`src/rtl/friscv_apb_bridge_if.sv`:
```
`default_nettype none
// ============================================================================
//  Module      : friscv_req_if / friscv_apb_if
//  Description : Bus bundles used by friscv_apb_bridge.
//                friscv_req_if - core valid/ready request channel plus the
//                                response beat returned to the core.
//                  master modport : the core (drives req_*, resp_ready)
//                  slave  modport : the bridge (drives req_ready, resp_*)
//                friscv_apb_if - single-outstanding APB-style slave access.
//                  master modport : the bridge (drives mst_en/wr/addr/wdata/strb)
//                  slave  modport : the peripheral (drives mst_rdata/mst_ready)
//  Revision    : 1.0 - initial release
// ============================================================================

interface friscv_req_if #(
    parameter int ADDRW = 16,
    parameter int XLEN  = 32
);
    logic                req_valid;
    logic                req_ready;
    logic                req_wr;
    logic [ADDRW-1:0]    req_addr;
    logic [XLEN-1:0]     req_wdata;
    logic [XLEN/8-1:0]   req_strb;
    logic                resp_valid;
    logic                resp_ready;
    logic [XLEN-1:0]     resp_rdata;
    logic                resp_err;

    modport master (
        output req_valid, req_wr, req_addr, req_wdata, req_strb, resp_ready,
        input  req_ready, resp_valid, resp_rdata, resp_err
    );

    modport slave (
        input  req_valid, req_wr, req_addr, req_wdata, req_strb, resp_ready,
        output req_ready, resp_valid, resp_rdata, resp_err
    );
endinterface

interface friscv_apb_if #(
    parameter int ADDRW = 16,
    parameter int XLEN  = 32
);
    logic                mst_en;
    logic                mst_wr;
    logic [ADDRW-1:0]    mst_addr;
    logic [XLEN-1:0]     mst_wdata;
    logic [XLEN/8-1:0]   mst_strb;
    logic [XLEN-1:0]     mst_rdata;
    logic                mst_ready;

    modport master (
        output mst_en, mst_wr, mst_addr, mst_wdata, mst_strb,
        input  mst_rdata, mst_ready
    );

    modport slave (
        input  mst_en, mst_wr, mst_addr, mst_wdata, mst_strb,
        output mst_rdata, mst_ready
    );
endinterface

`default_nettype wire

```
`src/rtl/friscv_apb_bridge.sv`:
```
`default_nettype none
// ============================================================================
//  Module      : friscv_apb_bridge
//  Description : Upstream master stage for APB-style peripheral slaves.
//                Accepts one core request at a time, runs a single slave
//                access, and returns one response beat. A bus timeout turns
//                a non-responding slave into an error response.
//  Ports       : aclk    - clock
//                aresetn - asynchronous active-low reset
//                srst    - synchronous active-high reset (same effect)
//                req     - core request/response channel (slave side)
//                apb     - peripheral access channel (master side)
//  Parameters  : ADDRW   - address width
//                XLEN    - data width (strobes are XLEN/8 wide)
//                TIMEOUT - max ACCESS cycles without mst_ready, 0 = disabled
//  Revision    : 1.0 - initial release
// ============================================================================

module friscv_apb_bridge #(
    parameter int ADDRW   = 16,
    parameter int XLEN    = 32,
    parameter int TIMEOUT = 255
)(
    input  logic          aclk,
    input  logic          aresetn,
    input  logic          srst,
    friscv_req_if.slave   req,
    friscv_apb_if.master  apb
);

    // Counter just wide enough to hold TIMEOUT (it saturates there).
    localparam int                  c_CNTW     = (TIMEOUT > 1) ? $clog2(TIMEOUT + 1) : 1;
    localparam logic [c_CNTW-1:0]   c_CNT_MAX  = c_CNTW'(TIMEOUT);
    localparam logic [c_CNTW-1:0]   c_CNT_LAST = c_CNTW'(TIMEOUT - 1);
    localparam bit                  c_TO_EN    = (TIMEOUT != 0);

    typedef enum logic [1:0] {
        S_IDLE   = 2'd0,
        S_ACCESS = 2'd1,
        S_RESP   = 2'd2
    } state_t;

    state_t               r_state,      w_state;
    logic                 r_mst_en,     w_mst_en;
    logic                 r_mst_wr,     w_mst_wr;
    logic [ADDRW-1:0]     r_mst_addr,   w_mst_addr;
    logic [XLEN-1:0]      r_mst_wdata,  w_mst_wdata;
    logic [XLEN/8-1:0]    r_mst_strb,   w_mst_strb;
    logic                 r_resp_valid, w_resp_valid;
    logic [XLEN-1:0]      r_resp_rdata, w_resp_rdata;
    logic                 r_resp_err,   w_resp_err;
    logic [c_CNTW-1:0]    r_cnt,        w_cnt;

    // ------------------------------------------------------------------
    // State and output registers
    // ------------------------------------------------------------------
    always_ff @(posedge aclk or negedge aresetn) begin
        if (!aresetn) begin
            r_state      <= S_IDLE;
            r_mst_en     <= 1'b0;
            r_mst_wr     <= 1'b0;
            r_mst_addr   <= '0;
            r_mst_wdata  <= '0;
            r_mst_strb   <= '0;
            r_resp_valid <= 1'b0;
            r_resp_rdata <= '0;
            r_resp_err   <= 1'b0;
            r_cnt        <= '0;
        end else if (srst) begin
            r_state      <= S_IDLE;
            r_mst_en     <= 1'b0;
            r_mst_wr     <= 1'b0;
            r_mst_addr   <= '0;
            r_mst_wdata  <= '0;
            r_mst_strb   <= '0;
            r_resp_valid <= 1'b0;
            r_resp_rdata <= '0;
            r_resp_err   <= 1'b0;
            r_cnt        <= '0;
        end else begin
            r_state      <= w_state;
            r_mst_en     <= w_mst_en;
            r_mst_wr     <= w_mst_wr;
            r_mst_addr   <= w_mst_addr;
            r_mst_wdata  <= w_mst_wdata;
            r_mst_strb   <= w_mst_strb;
            r_resp_valid <= w_resp_valid;
            r_resp_rdata <= w_resp_rdata;
            r_resp_err   <= w_resp_err;
            r_cnt        <= w_cnt;
        end
    end

    // ------------------------------------------------------------------
    // Next-state and next-output logic
    // ------------------------------------------------------------------
    always_comb begin
        w_state      = r_state;
        w_mst_en     = r_mst_en;
        w_mst_wr     = r_mst_wr;
        w_mst_addr   = r_mst_addr;
        w_mst_wdata  = r_mst_wdata;
        w_mst_strb   = r_mst_strb;
        w_resp_valid = r_resp_valid;
        w_resp_rdata = r_resp_rdata;
        w_resp_err   = r_resp_err;
        w_cnt        = r_cnt;

        case (r_state)
            S_IDLE: begin
                // req_ready is high in IDLE, so req_valid alone is the handshake.
                if (req.req_valid) begin
                    w_mst_wr    = req.req_wr;
                    w_mst_addr  = req.req_addr;
                    w_mst_wdata = req.req_wdata;
                    w_mst_strb  = req.req_strb;
                    w_mst_en    = 1'b1;
                    w_cnt       = '0;
                    w_state     = S_ACCESS;
                end
            end

            S_ACCESS: begin
                if (!apb.mst_ready && (r_cnt != c_CNT_MAX)) begin
                    w_cnt = r_cnt + 1'b1;
                end
                // Completion has priority over the timeout on the same cycle.
                // mst_en drops at this edge so the slave cannot restart.
                if (apb.mst_ready) begin
                    w_mst_en     = 1'b0;
                    w_resp_rdata = r_mst_wr ? '0 : apb.mst_rdata;
                    w_resp_err   = 1'b0;
                    w_resp_valid = 1'b1;
                    w_state      = S_RESP;
                end else if (c_TO_EN && (r_cnt == c_CNT_LAST)) begin
                    w_mst_en     = 1'b0;
                    w_resp_rdata = '0;
                    w_resp_err   = 1'b1;
                    w_resp_valid = 1'b1;
                    w_state      = S_RESP;
                end
            end

            S_RESP: begin
                if (req.resp_ready) begin
                    w_resp_valid = 1'b0;
                    w_resp_err   = 1'b0;
                    w_state      = S_IDLE;
                end
            end

            default: begin
                w_state = S_IDLE;
            end
        endcase
    end

    assign req.req_ready  = (r_state == S_IDLE);
    assign req.resp_valid = r_resp_valid;
    assign req.resp_rdata = r_resp_rdata;
    assign req.resp_err   = r_resp_err;

    assign apb.mst_en     = r_mst_en;
    assign apb.mst_wr     = r_mst_wr;
    assign apb.mst_addr   = r_mst_addr;
    assign apb.mst_wdata  = r_mst_wdata;
    assign apb.mst_strb   = r_mst_strb;

endmodule

`default_nettype wire

```
`src/flat_wrapper.sv`:
```
// flat-port wrapper written by rule: the top's interface ports become plain ports
module friscv_apb_bridge_flat 
#(
    parameter int ADDRW   = 16,
    parameter int XLEN    = 32,
    parameter int TIMEOUT = 255
)
  (aclk, aresetn, srst, req_req_valid, req_req_wr, req_req_addr, req_req_wdata, req_req_strb, req_resp_ready, req_req_ready, req_resp_valid, req_resp_rdata, req_resp_err, apb_mst_en, apb_mst_wr, apb_mst_addr, apb_mst_wdata, apb_mst_strb, apb_mst_rdata, apb_mst_ready);
  friscv_req_if #(.ADDRW(ADDRW), .XLEN(XLEN)) req_i ();
  friscv_apb_if #(.ADDRW(ADDRW), .XLEN(XLEN)) apb_i ();
  input  logic aclk;
  input  logic aresetn;
  input  logic srst;
  input wire logic [$bits(req_i.req_valid)-1:0] req_req_valid;
  input wire logic [$bits(req_i.req_wr)-1:0] req_req_wr;
  input wire logic [$bits(req_i.req_addr)-1:0] req_req_addr;
  input wire logic [$bits(req_i.req_wdata)-1:0] req_req_wdata;
  input wire logic [$bits(req_i.req_strb)-1:0] req_req_strb;
  input wire logic [$bits(req_i.resp_ready)-1:0] req_resp_ready;
  output wire logic [$bits(req_i.req_ready)-1:0] req_req_ready;
  output wire logic [$bits(req_i.resp_valid)-1:0] req_resp_valid;
  output wire logic [$bits(req_i.resp_rdata)-1:0] req_resp_rdata;
  output wire logic [$bits(req_i.resp_err)-1:0] req_resp_err;
  output wire logic [$bits(apb_i.mst_en)-1:0] apb_mst_en;
  output wire logic [$bits(apb_i.mst_wr)-1:0] apb_mst_wr;
  output wire logic [$bits(apb_i.mst_addr)-1:0] apb_mst_addr;
  output wire logic [$bits(apb_i.mst_wdata)-1:0] apb_mst_wdata;
  output wire logic [$bits(apb_i.mst_strb)-1:0] apb_mst_strb;
  input wire logic [$bits(apb_i.mst_rdata)-1:0] apb_mst_rdata;
  input wire logic [$bits(apb_i.mst_ready)-1:0] apb_mst_ready;
  assign req_i.req_valid = req_req_valid;
  assign req_i.req_wr = req_req_wr;
  assign req_i.req_addr = req_req_addr;
  assign req_i.req_wdata = req_req_wdata;
  assign req_i.req_strb = req_req_strb;
  assign req_i.resp_ready = req_resp_ready;
  assign req_req_ready = req_i.req_ready;
  assign req_resp_valid = req_i.resp_valid;
  assign req_resp_rdata = req_i.resp_rdata;
  assign req_resp_err = req_i.resp_err;
  assign apb_mst_en = apb_i.mst_en;
  assign apb_mst_wr = apb_i.mst_wr;
  assign apb_mst_addr = apb_i.mst_addr;
  assign apb_mst_wdata = apb_i.mst_wdata;
  assign apb_mst_strb = apb_i.mst_strb;
  assign apb_i.mst_rdata = apb_mst_rdata;
  assign apb_i.mst_ready = apb_mst_ready;
  friscv_apb_bridge #(.ADDRW(ADDRW), .XLEN(XLEN), .TIMEOUT(TIMEOUT)) u_core (.aclk(aclk), .aresetn(aresetn), .srst(srst), .req(req_i), .apb(apb_i));
endmodule
```
`config.mk`:
```
export PLATFORM = sky130hd
export DESIGN_NAME = friscv_apb_bridge_flat
export DESIGN_NICKNAME = d
export VERILOG_FILES = /design/src/rtl/friscv_apb_bridge_if.sv /design/src/rtl/friscv_apb_bridge.sv /design/src/flat_wrapper.sv
export SDC_FILE = /design/constraint.sdc
export NUM_CORES = 1
export LEC_CHECK = 0
export BUFFER_PORTS_ARGS = -buffer_cell sky130_fd_sc_hd__buf_2
export CAP_MARGIN = 20
export CORE_MARGIN = 2
export CORE_UTILIZATION = 51
export DETAILED_ROUTE_END_ITERATION = 6
export GPL_TIMING_DRIVEN = 0
export PLACE_DENSITY = 0.9
export REMOVE_ABC_BUFFERS = 1
export SYNTH_ARGS = -nofsm -noshare
export SYNTH_HDL_FRONTEND = slang
export SYNTH_SLANG_ARGS = --single-unit
```
`constraint.sdc`:
```
create_clock -name aclk -period 3.1 [get_ports aclk]
set_clock_uncertainty 0.2 [all_clocks]
set_input_delay 0.155 -clock aclk [delete_from_list [all_inputs] [get_ports aclk]]
set_output_delay 0.155 -clock aclk [all_outputs]
set_load 0.005 [all_outputs]
```
Yosys cells after proc, flatten, opt, wreduce, memory -nomap -nowiden --
Cells that the tools add are included.
Word-level totals: input port bits 91, register bits 98, output and inout bits 89, logic and storage cells 74
Cells by class: $add $sub $neg 1, equality and inequality tests 8, reduce and logical (&&, ||, !) cells 15, muxes and demuxes 40
Operators by type and width (number):
- $mux 32 | 8
- $mux 16 | 3
- $mux 8 | 3
- $pmux 8 s2 | 1
- $mux 1 | 13
- $mux 4 | 3
- $reduce_and 3->1 | 4
- $mux 2 | 5
- $reduce_bool 3->1 | 3
- $add 8x1->8 const B | 1
- $eq 8x8->1 const B | 1
- $ne 8x8->1 const B | 1
- $ne 3x3->1 const B | 2
- $pmux 1 s2 | 3
- $pmux 2 s3 | 1
- $reduce_bool 2->1 | 3
- $ne 4x3->1 const B | 1
- $reduce_and 2->1 | 2
- $ne 3x2->1 const B | 1
- $eq 2x1->1 const B | 1
- $eq 2x2->1 const B | 1
- $logic_not 2->1 | 1
- $logic_and 1x1->1 | 1
- $logic_not 1->1 | 1

Depth between registers and ports, before layout --
depth in word-level cells 5, depth in mapped cells 8, depth with buffers taken out 6

Least setup slack after synthesis --
OpenSTA, ideal clock, no wires.
path kind flip-flop to flip-flop, start reg u_core.r_cnt[0], end reg u_core.r_resp_rdata[0] (netlist: u_core.req.resp_rdata[0]), library setup time 79 ps, cell stages (with the launch flop) 9, arrival time 1505 ps, buffers on the path 2, clock period less this slack 1784 ps, slack 1316 ps, data required time 2821 ps, path through dfrtp_1 > inv_1 > ha_1 > nand3_1 > nor2_1 > o21bai_1 > buf_2 > buf_2 > mux2i_1
Between the ends: word-level cells in the longest chain between the ends 3
Ends and longest elaborated chain:
- start: declaration | line friscv_apb_bridge.sv:52 | logic [c_CNTW-1:0] r_cnt, w_cnt;
- start signal: assignment | line friscv_apb_bridge.sv:90 | r_cnt <= w_cnt;
- $eq 8x8->1 | line friscv_apb_bridge.sv:135 | end else if (c_TO_EN && (r_cnt == c_CNT_LAST)) begin
- $reduce_bool 3->1 (no line)
- $reduce_and 2->1 (no line)
- end signal: assignment | line friscv_apb_bridge.sv:88 | r_resp_rdata <= w_resp_rdata;
- end: declaration | line friscv_apb_bridge.sv:50 | logic [XLEN-1:0] r_resp_rdata, w_resp_rdata;
Every way passes these cells. A chain may end at the register's enable or synchronous reset.

Final worst setup path --
start reg u_core.r_cnt[4], end reg u_core.r_resp_rdata[5] (netlist: u_core.req.resp_rdata[5])
Same word-level chain as after synthesis.

==> reports/summary.txt <==
CTS tree -> built
Largest net degree at the start of global routing -> 59
Routed vias/inst -> 5.324
First-pass GRT wire length -> 20.68 mm
Final Hold Fails -> 0
Final nets -> 797
Drt total wl -> 13.28 mm
Fillers -> 498
Worst hold-check path type -> primary input to register
Yosys Warn Count -> 0
CP startpoint kind -> register
ANT cells -> 0
Die W -> 95.41 um
Sink Count -> 98
Predominant post-synthesis flop cell -> dfrtp_1
Kind of critical path -> register to register
Critical Path AT -> 2180 ps
Final critical-path required period -> 2115 ps
EDFF count, synth -> 0
Crit end category -> register
Port buffer count -> 179
Core Region -> 0.008175 sq mm
FF+latch count, synth -> 98
Worst skew pair latency -> 350 ps
DRC Markers -> 1
Power per Cell Area -> 418.5 mW/mm^2
RSZ-0062 raised after global routing -> no
Die ar. -> 0.009103 sq mm
Ports -> 180
H-tree levels -> 3
Pins over their slew limit -> 0
Share of cells above drive strength 1 -> 29.90%
Initial drt markers -> 177
Area Overhead vs Synth -> 51.20%
Synth Instances -> 445
Worst vdd ir -> 0.2915 mV
Cell area after synthesis -> 0.004262 sq mm
Fmax -> 0.4728 GHz
Slowest-stage cell, CP -> dfrtp_1
FF/Latch Area -> 0.002452 sq mm
Rel. slew slack -> 36.86%
Most crowded layer after global routing -> met2
Multi-input gate area -> 0.001704 sq mm
Static leakage -> 3.389 nW
Worst path max stage delay -> 450 ps
Routing usage on met1 -> 34.11%
Avg WL per Cell -> 16.31 um
Core Util, Final -> 78.82%
Avg Cell Area, Syn -> 9.577 sq um
Max Cap Viol -> 0
Cts hold-fix bufs -> 88
Rows -> 33
Crit share post-route -> 68.23%
Reg clk slew, reported paths -> 90 ps
Violated checks -> design-rule violations
Outcome -> finished, violations left
Worst endpoint required time -> 3160 ps
Synth cell types -> 35
Post-synthesis sequential area ratio -> 57.55%
Die height -> 95.41 um
Initial core utilization -> 52.13%
GP Congestion -> 0.7733
Crit Path Max Fanout -> 24
Setup_tns -> 0 ps
Maximum clock path buffer count -> 2
Setup-failing EPs final -> 0
Vias in the first global route -> 4343
GR Layer Usage met3 -> 7.036%
Worst-path cell chain -> nand4_1 > nor2_1 > o21bai_4 > buf_12 > mux2i_1
GRT Util Overall -> 29.62%
GR Util met2 -> 52.93%
Post-CTS Setup Repair Bufs -> 0
Antenna viol nets, final -> 0
Final HPWL DP -> 7.673 mm
Post-cts repair resize count -> 0
CTS root buf -> clkbuf_8
Total congestion overflow -> 0
Initial antenna violation count -> 0
Ys async rst share -> 100.0%
Cts bufs inserted -> 9
Detailed Routing Iterations Pass 1 -> 7
Slew @ Worst Pin -> 947.1 ps
Via count -> 4334
==> worst max-delay path: cells and delay by family (launching register included) <==
kind / cells / cell delay (ps)
flops: 1 / 450
simple gates: 2 / 410
mux: 1 / 260
compound gates: 1 / 430
buf+inv: 1 / 270
==> cells in the mapped netlist, types with 2 or more instances <==
master      n  area, sq um
mux2i_1    32        320.3
nand4_1     2        12.51
nor2b_1     2        12.51
clkbuf_1   22        82.58
nand3_1     7        35.03
inv_1       4        15.01
o21ai_0     5        25.02
a21oi_1    57        285.3
nand2b_1   33        206.5
o211ai_1    2        15.01
dfrtp_1    98         2452
nor2_1      6        22.52
a31oi_1     2        12.51
nand2_1   146        548.0
buf_2       4        20.02
nor3b_1     3        22.52
ha_1        2        25.02
==> metrics by stage <==
stage | setup slack, ps | instances | power [mW] | area (sq um) | hold WS, ps
detailed placement | 882.3 | 710 | 1.751 | 5349 | -6.242
global placement | -3099 | 701 | 1.717 | 5175 | 190.5
finish | 985.0 | 814 | 2.697 | 6444 | 19.75
CTS | 1013 | 814 | 2.697 | 6444 | 4.885
floorplan | -1468 | 417 | 1.535 | 4148 | -340.6
global route | 853.0 | 814 | 2.812 | 6444 | 21.32
==> sequential cells by signal, indices dropped and copies added, names as in the netlist <==
register / count
u_core.apb.mst_en: 1
u_core.req.resp_err: 1
u_core.r_state: 2
u_core.apb.mst_addr: 16
u_core.apb.mst_wr: 1
u_core.r_cnt: 8
u_core.apb.mst_wdata: 32
u_core.apb.mst_strb: 4
u_core.req.resp_rdata: 32
u_core.req.resp_valid: 1
==> report_power, final <==
part	leakage, nW	switching (mW)	internal (mW)
combinational	1.95	0.229	0.234
sequential	1.34	0.0331	1.33
clock	0.102	0.448	0.420
==> worst paths after layout <==
| path | startpoint | end | slack, ps | depth (start not counted) |
|---|---|---|---|---|
| worst max-delay path | u_core.r_cnt[4] | u_core.req.resp_rdata[5] | 990 | 5 |
| worst max register to register | u_core.r_cnt[4] | u_core.req.resp_rdata[5] | 990 | 5 |
| min in group asynchronous | aresetn | u_core.req.resp_rdata[3] | 140 | 2 |
| worst min-delay path | apb_mst_ready | u_core.r_state[0] | 20 | 4 |
| max in group asynchronous | aresetn | u_core.apb.mst_wdata[11] | 1880 | 3 |
| worst min register to register | u_core.r_cnt[7] | u_core.r_cnt[7] | 310 | 1 |
==> final cells by class <==
| class | count | share of cell area, % |
|---|---|---|
| clock inverters | 5 | 0.9709 |
| inverters | 4 | 0.2330 |
| repair buffers | 276 | 29.90 |
| well taps | 105 | 2.039 |
| clock buffers | 11 | 2.350 |
| flip-flops and latches | 98 | 38.06 |
| multi-input cells | 315 | 26.45 |
==> cell usage in the layout, fill, tap and decap left out, drive strengths merged, types with 2 or more instances in the layout <==
| cell type | count |
|---|---|
| clkinvlp | 2 |
| nand4 | 2 |
| nor2 | 6 |
| nor2b | 2 |
| nor3b | 3 |
| clkinv | 2 |
| mux2i | 32 |
| a21oi | 57 |
| nand2b | 33 |
| o21bai | 2 |
| o211ai | 2 |
| inv | 4 |
| dfrtp | 98 |
| o21ai | 6 |
| ha | 2 |
| clkbuf | 11 |
| buf | 188 |
| nand2 | 146 |
| nand3 | 7 |
| dlygate4sd3 | 88 |
| a31oi | 2 |
==> per-layer routing <==
metal | part of all wire [%] | vias up
met2 | 52 | 213
li1 | - | 1980
met1 | 37 | 2088
met5 | 0 | -
met4 | 4.0 | 0
met3 | 6.4 | 53
==> kinds of logic (layout without fill, tap and decap cells) <==
kind of cell               count (synthesis)  in the layout  synth area share (%)
AOI/OAI and AO/OA                         75             75                 9.894
adders and majority gates                  2              2                0.5871
buffers and inverters                     32            296                 3.024
DFF                                       98             98                 57.55
muxes                                     32             32                 7.516
and+or+nand+nor                          206            206                 21.43
(Power assumes the default switching activity.)
